File: src/rtl/mux8x1_rr_arbiter.sv
// Round-robin arbiter and select controller for an 8:1 single-bit mux with valid/ack handshake.
// Optional per-grant beat limit (HOLD_MAX) is compiled in with `define MUX8X1_ARB_HOLD_EN.
module mux8x1_rr_arbiter #(
  parameter int HOLD_MAX = 4
) (
  input  logic       clk,
  input  logic       rst_n,
  input  logic [7:0] req,
  input  logic [7:0] in,
  input  logic       ack,
  output logic [7:0] gnt,
  output logic [2:0] sel,
  output logic       result,
  output logic       valid,
  output logic       busy
);

  typedef enum logic [0:0] {
    ST_IDLE  = 1'b0,
    ST_GRANT = 1'b1
  } state_t;

  state_t     state_r, state_s;
  logic [2:0] ptr_r, ptr_s;
  logic [2:0] sel_r, sel_s;
  logic [7:0] gnt_r, gnt_s;
  logic [2:0] next_ptr_s;
  logic       any_req_s;
  logic       valid_s;
  logic       hold_s;
  logic       release_s;
  logic       new_grant_s;

  // First requester found scanning p, p+1, ... with 3-bit wrap.
  function automatic logic [2:0] rr_pick(input logic [7:0] r, input logic [2:0] p);
    logic [2:0] idx;
    logic       found;
    rr_pick = p;
    found   = 1'b0;
    for (int k = 0; k < 8; k++) begin
      idx     = p + 3'(k);
      rr_pick = (!found && r[idx]) ? idx : rr_pick;
      found   = found | r[idx];
    end
  endfunction

  function automatic logic [7:0] onehot8(input logic [2:0] idx);
    onehot8 = 8'h01 << idx;
  endfunction

  // Handshake view of the current grant.
  always_comb begin
    valid_s    = (state_r == ST_GRANT) & req[sel_r];
    any_req_s  = |req;
    next_ptr_s = sel_r + 3'd1;
  end

`ifdef MUX8X1_ARB_HOLD_EN
  logic [7:0] cnt_r, cnt_s;
  logic       beat_s;

  // A beat on the last allowed count ends the grant.
  always_comb begin
    beat_s = valid_s & ack;
    hold_s = beat_s & (cnt_r == 8'(HOLD_MAX - 1));
  end
`else
  assign hold_s = 1'b0;
`endif

  assign release_s = ~req[sel_r] | hold_s;

  // Next-state, grant and pointer logic; re-arbitration on release gives zero-bubble handover.
  always_comb begin
    state_s     = state_r;
    sel_s       = sel_r;
    gnt_s       = gnt_r;
    ptr_s       = ptr_r;
    new_grant_s = 1'b0;
    case (state_r)
      ST_IDLE: begin
        if (any_req_s) begin
          sel_s       = rr_pick(req, ptr_r);
          gnt_s       = onehot8(rr_pick(req, ptr_r));
          state_s     = ST_GRANT;
          new_grant_s = 1'b1;
        end else begin
          state_s = ST_IDLE;
          gnt_s   = 8'h00;
        end
      end
      ST_GRANT: begin
        if (release_s) begin
          ptr_s = next_ptr_s;
          if (any_req_s) begin
            sel_s       = rr_pick(req, next_ptr_s);
            gnt_s       = onehot8(rr_pick(req, next_ptr_s));
            state_s     = ST_GRANT;
            new_grant_s = 1'b1;
          end else begin
            state_s = ST_IDLE;
            gnt_s   = 8'h00;
          end
        end else begin
          state_s = ST_GRANT;
        end
      end
      default: begin
        state_s = ST_IDLE;
        gnt_s   = 8'h00;
        sel_s   = 3'd0;
        ptr_s   = 3'd0;
      end
    endcase
  end

`ifdef MUX8X1_ARB_HOLD_EN
  // Beat counter restarts on every new grant and freezes while no beat occurs.
  always_comb begin
    if (new_grant_s || (state_s == ST_IDLE)) begin
      cnt_s = 8'd0;
    end else if (beat_s) begin
      cnt_s = cnt_r + 8'd1;
    end else begin
      cnt_s = cnt_r;
    end
  end

  // Beat counter register.
  always_ff @(posedge clk) begin
    if (!rst_n) begin
      cnt_r <= 8'd0;
    end else begin
      cnt_r <= cnt_s;
    end
  end
`endif

  // Control state register with synchronous active-low reset.
  always_ff @(posedge clk) begin
    if (!rst_n) begin
      state_r <= ST_IDLE;
      sel_r   <= 3'd0;
      gnt_r   <= 8'h00;
      ptr_r   <= 3'd0;
    end else begin
      state_r <= state_s;
      sel_r   <= sel_s;
      gnt_r   <= gnt_s;
      ptr_r   <= ptr_s;
    end
  end

  assign gnt    = gnt_r;
  assign sel    = sel_r;
  assign busy   = (state_r == ST_GRANT);
  assign valid  = valid_s;
  assign result = valid_s & in[sel_r];

  mux8x1_rr_arbiter_chk #(
    .HOLD_MAX(HOLD_MAX)
  ) u_chk (
    .clk    (clk),
    .rst_n  (rst_n),
    .req    (req),
    .in     (in),
    .ack    (ack),
    .gnt    (gnt_r),
    .sel    (sel_r),
    .result (result),
    .valid  (valid_s),
    .busy   (busy)
  );

endmodule

// Invariant checker for the arbiter outputs; carries no functional logic.
module mux8x1_rr_arbiter_chk #(
  parameter int HOLD_MAX = 4
) (
  input logic       clk,
  input logic       rst_n,
  input logic [7:0] req,
  input logic [7:0] in,
  input logic       ack,
  input logic [7:0] gnt,
  input logic [2:0] sel,
  input logic       result,
  input logic       valid,
  input logic       busy
);

  localparam bit HOLD_OK = (HOLD_MAX >= 1) && (HOLD_MAX <= 255);

  a_hold_range:   assert property (@(posedge clk) HOLD_OK);
  a_gnt_onehot:   assert property (@(posedge clk) disable iff (!rst_n) $onehot0(gnt));
  a_gnt_busy:     assert property (@(posedge clk) disable iff (!rst_n) busy |-> (gnt == (8'h01 << sel)));
  a_gnt_idle:     assert property (@(posedge clk) disable iff (!rst_n) !busy |-> (gnt == 8'h00));
  a_valid_def:    assert property (@(posedge clk) disable iff (!rst_n) valid == (busy & req[sel]));
  a_result_def:   assert property (@(posedge clk) disable iff (!rst_n) result == (valid & in[sel]));
  a_beat_busy:    assert property (@(posedge clk) disable iff (!rst_n) (valid & ack) |-> busy);

endmodule

File: config.mk
export PLATFORM = sky130hd
export DESIGN_NAME = mux8x1_rr_arbiter
export DESIGN_NICKNAME = d
export VERILOG_FILES = /design/src/rtl/mux8x1_rr_arbiter.sv
export SDC_FILE = /design/constraint.sdc
export NUM_CORES = 1
export LEC_CHECK = 0
export CORE_UTILIZATION = 30
export CTS_CLUSTER_SIZE = 25
export DETAILED_ROUTE_END_ITERATION = 6
export PLACE_DENSITY_LB_ADDON = 0.12
export SYNTH_ARGS = -nofsm -noshare
export SYNTH_HDL_FRONTEND = slang
export SYNTH_SLANG_ARGS = --single-unit
File: constraint.sdc
create_clock -name clk -period 10.6 [get_ports clk]
set_input_delay 2.12 -clock clk [delete_from_list [all_inputs] [get_ports clk]]
set_output_delay 2.12 -clock clk [all_outputs]
set_load 0.01 [all_outputs]
Word-level counts from Yosys, hierarchy flattened
Index checks and enable logic that the tools add are counted.

Logic and storage cells: 149. Bits in latches: 0. Output and inout bits: 14. Memories: 0. RAM bits: 0. ROM bits: 0. Register bits after elaboration: 15.

Multipliers: 0. Add/subtract/negate cells: 15. Div/mod/pow operators: 0. Mux-type cells: 61. $lt $le $gt $ge: 17. Bitwise operators: 16. Reduce and logical (&&, ||, !) cells: 31. Equality and inequality tests: 3. Shift-type cells: 2.

Operators by type and width (count): $lt A3 B4 Y1 const B (17); $bmux W1 S3 (18); $mux W3 (17); $add A3 B3 Y3 const B (8); $mux W8 (3); $mux W1 (20); $pmux W8 S2 (1); $shl A1 B3 Y8 const A (2); $logic_and A1 B1 Y1 (14); $logic_not A1 Y1 (14); $add A3 B2 Y3 const B (4); $or A1 B1 Y1 (12); $add A3 B1 Y3 const B (3); $reduce_or A8 Y1 (1); $pmux W3 S2 (1); $ne A2 B2 Y1 const B (2); $reduce_and A3 Y1 (1); $and A1 B1 Y1 (2); $ne A2 B1 Y1 const B (1); $not A1 Y1 (2); $pmux W1 S2 (1); $reduce_and A2 Y1 (1).

Depth between registers and ports, before layout
Depth after elaboration: 17. Depth in mapped cells: 15. Mapped depth without buffers: 11.

Worst setup path after synthesis
No wires, ideal clock.

Path type: in2out. From: input port req[1]. To: output port valid. Cell stages on the path: 6. Required time: 8480 ps. Arrival: 3520 ps. Setup slack: 4960 ps. Path through: clkbuf_1 > mux4_1 > mux2i_1 > nand2b_1 > clkbuf_1 > clkinv_1.

Longest elaborated chain between the ends: 3.

RTL lines: start: declaration (RTL line 8) `input logic [7:0] req,`; $bmux W1 S3 (RTL line 53) `valid_s = (state_r == ST_GRANT) & req[sel_r];`; $mux W1 (implied by the code) (RTL line 53); $and A1 B1 Y1 (RTL line 53); end: declaration (RTL line 14) `output logic valid,`.

No other way between the ends. The select of a mux whose other input is x is not followed.

Worst setup path after layout
Same ends and word-level chain as after synthesis.

==> impl_results.md <==
* Post-DP HPWL at 5700 um
* Initial Util at 31.0%
* Kind of critical path: input port to output port
* Root buf cell: clkbuf_8
* Area growth, synth to finish at 13.4%
* Achievable Freq at 144 MHz
* Number of synthesized register bits at 15
* Die area at 9950 um2
* Unrepaired setup endpoints after global routing: no
* Wirelength per Cell at 16.8 um
* Static leakage at 0.00116 uW
* Maximum vdd drop at 0.000133 V
* Async S/R FF share, synth at 0%
* Endpoints failing hold at 0
* Die span in x at 99.7 um
* DRC viols at 0
* FP Rows at 35
* Number of global-route vias before repair at 2511
* Crit path required time at 8.48 ns
* Worst Tran Pin Value at 0.661 ns
* Vias at 2697
* Maximum root-to-sink buffer count at 2
* # resized after CTS at 0
* Max-cap viol count at 0
* Via/cell ratio at 5.79
* Critical path startpoint category: input port
* Top Ports at 33
* Main synth FF type: dfxtp_1
* DR pass1 iterations at 4
* CTS tree: done
* TritonCTS Buffers at 3
* Clk_lat worst skew at 0.26 ns
* Post-CTS setup buffer count at 0
* Cell count after synthesis at 326
* PD cells at 334 nW/um2
* Largest net degree at the start of global routing at 31
* Final min period at 6.94 ns
* Fin area at 3250 um2
* Worst-path fanout max at 14
* GRT Resource Usage Total at 16.2%
* Library cells used by synthesis at 77
* Fin nets at 361
* Hold slack final at 0.474 ns
* Avg Synthesized Cell Area at 8.79 um2
* DRT Wirelength at 7830 um
* Hold_buf cts at 0
* Yosys warns at 0
* Overflow after GRT at 0
* CTS sink cnt at 15
* Die Height at 99.7 um
* Worst-path clk slew at 0.06 ns
* Crit end category: output port
* CORE AREA at 9240 um2
* Ant. Diodes at 0
* Outcome: complete, no violations
* Layout cells sized above 1 at 15.4%
* 1st-iter DRT viols at 127
* GPL Wtd Cong at 0.803
* Post-synth EDFFs at 0
* Placed Area at 3200 um2
* Part of the Yosys area used for sequential elements at 10.5%
* Hold WC Path Type: flop to flop
* Setup TNS at 0 ns
* Crit path DAT at 4.82 ns
* Final setup fails at 0
* First-pass GRT wire length at 13200 um
* Clk_skew at 0.00498 ns
* Netlist Area Pre-Place at 2870 um2
* Final period utilization at 65.4%
* DRT antenna net count at 0
* Antenna violations before repair at 0
* Max H-tree Level at 1
* Fin. max-slew vios at 0
* Post-Synthesis Net Count at 349
* Port bufs at 31
* Slew HR at 55.5%
-- area by class of cell --
type                       instances  area, um2
fill                             974       5990
tap                              129        161
clock inverter                     1       5.00
clock buffer                       3       41.3
timing repair buffer              35        340
inverter                          14       52.6
multi-input combinational        269       2350
sequential                        15        300
-- per-stage QoR --
stage | power, uW | setup WS [ns] | instances | utilization (%)
after detailed placement | 1030 | 3.64 | 462 | 34.7
after global routing | 1180 | 3.43 | 466 | 35.2
after floorplan | 846 | 4.96 | 326 | -
final | 1080 | 3.66 | 466 | 35.2
after CTS | 1080 | 3.64 | 466 | 35.2
after global placement | 1030 | 3.68 | 462 | 34.7
-- routing by layer --
layer | share of wire [%] | global-route usage (%)
met5 | 0 | 0
met4 | 1.1 | 2.94
met3 | 2.3 | 1.12
met2 | 45 | 25.3
met1 | 51 | 24.5
-- flip-flops by register name, summed over array words and instances (netlist names) --
name,cells
ptr_r,3
gnt,8
sel,3
busy,1
-- worst paths after layout --
| kind | end | slack, ns | cells after the start | start |
|---|---|---|---|---|
| min reg2reg | gnt[0] | 0.47 | 2 | gnt[0] |
| max reg2reg | gnt[0] | 6.24 | 13 | sel[0] |
| max | valid | 3.66 | 6 | req[1] |
| min | gnt[0] | 0.47 | 2 | gnt[0] |
-- cell families after synthesis --
| logic type | after synthesis | share of synthesized area [%] |
|---|---|---|
| simple gates | 108 | 19.8 |
| compound gates | 92 | 24.2 |
| mux | 54 | 32.1 |
| buf+inv | 42 | 7.55 |
| flops | 15 | 10.5 |
| xor+xnor | 11 | 4.10 |
| fa+ha+maj | 4 | 1.75 |
-- cells in the final DEF (no fill, tap or decap), types with 10 or more instances in the layout --
cell type,Yosys,layout
inv_1,11,11
mux4_1,11,11
dfxtp_1,15,15
nand2_1,28,28
mux4_2,13,13
nand4_1,11,11
clkdlybuf4s50_1,0,31
nand3_1,10,10
mux2_2,10,10
mux2i_1,16,16
a21oi_1,20,20
nor2_1,26,26
o21ai_0,10,10
-- power breakdown --
part	total (uW)	switching, uW	internal, uW
Combinational	927	521	406
Clock	47.7	21.6	26.1
Sequential	110	34.4	75.9
Total	1080	577	508
-- cells in the mapped netlist (all sizes together), types with 2 or more instances --
cell type,number,share of area [%]
and3,2,0.44
nand3,10,1.7
nand2,28,3.7
mux4,24,20
clkinv,2,0.26
o21a,2,0.52
o32a,2,0.79
a221oi,5,1.5
and2,3,0.66
o21ai,15,2.6
a22oi,3,0.79
nand4,12,2.8
o211ai,4,2.0
mux2,12,5.0
o31a,2,0.61
or3b,2,0.61
a21oi,20,3.5
a211oi,5,1.5
clkbuf,13,1.7
nand2b,5,1.1
nor3b,2,0.70
nor4,5,1.6
or2,2,0.44
ha,4,1.7
o311ai,2,0.61
buf,15,4.0
xnor2,5,1.8
nor3,5,1.0
o211a,2,0.70
o22ai,4,0.87
a31oi,5,1.1
a22o,3,0.96
o31ai,2,0.52
xor2,5,1.5
o221ai,3,0.92
inv,12,1.6
nor2,27,3.6
a32oi,4,1.5
mux2i,18,6.9
dfxtp,15,10
-- critical path, stage by stage --
cell             delay, ns
clkdlybuf4s50_1       0.64
mux4_1                0.61
mux2i_1               0.19
nand2b_1              0.33
clkinv_1              0.34
clkdlybuf4s50_1       0.57
(Power assumes the default switching activity.)
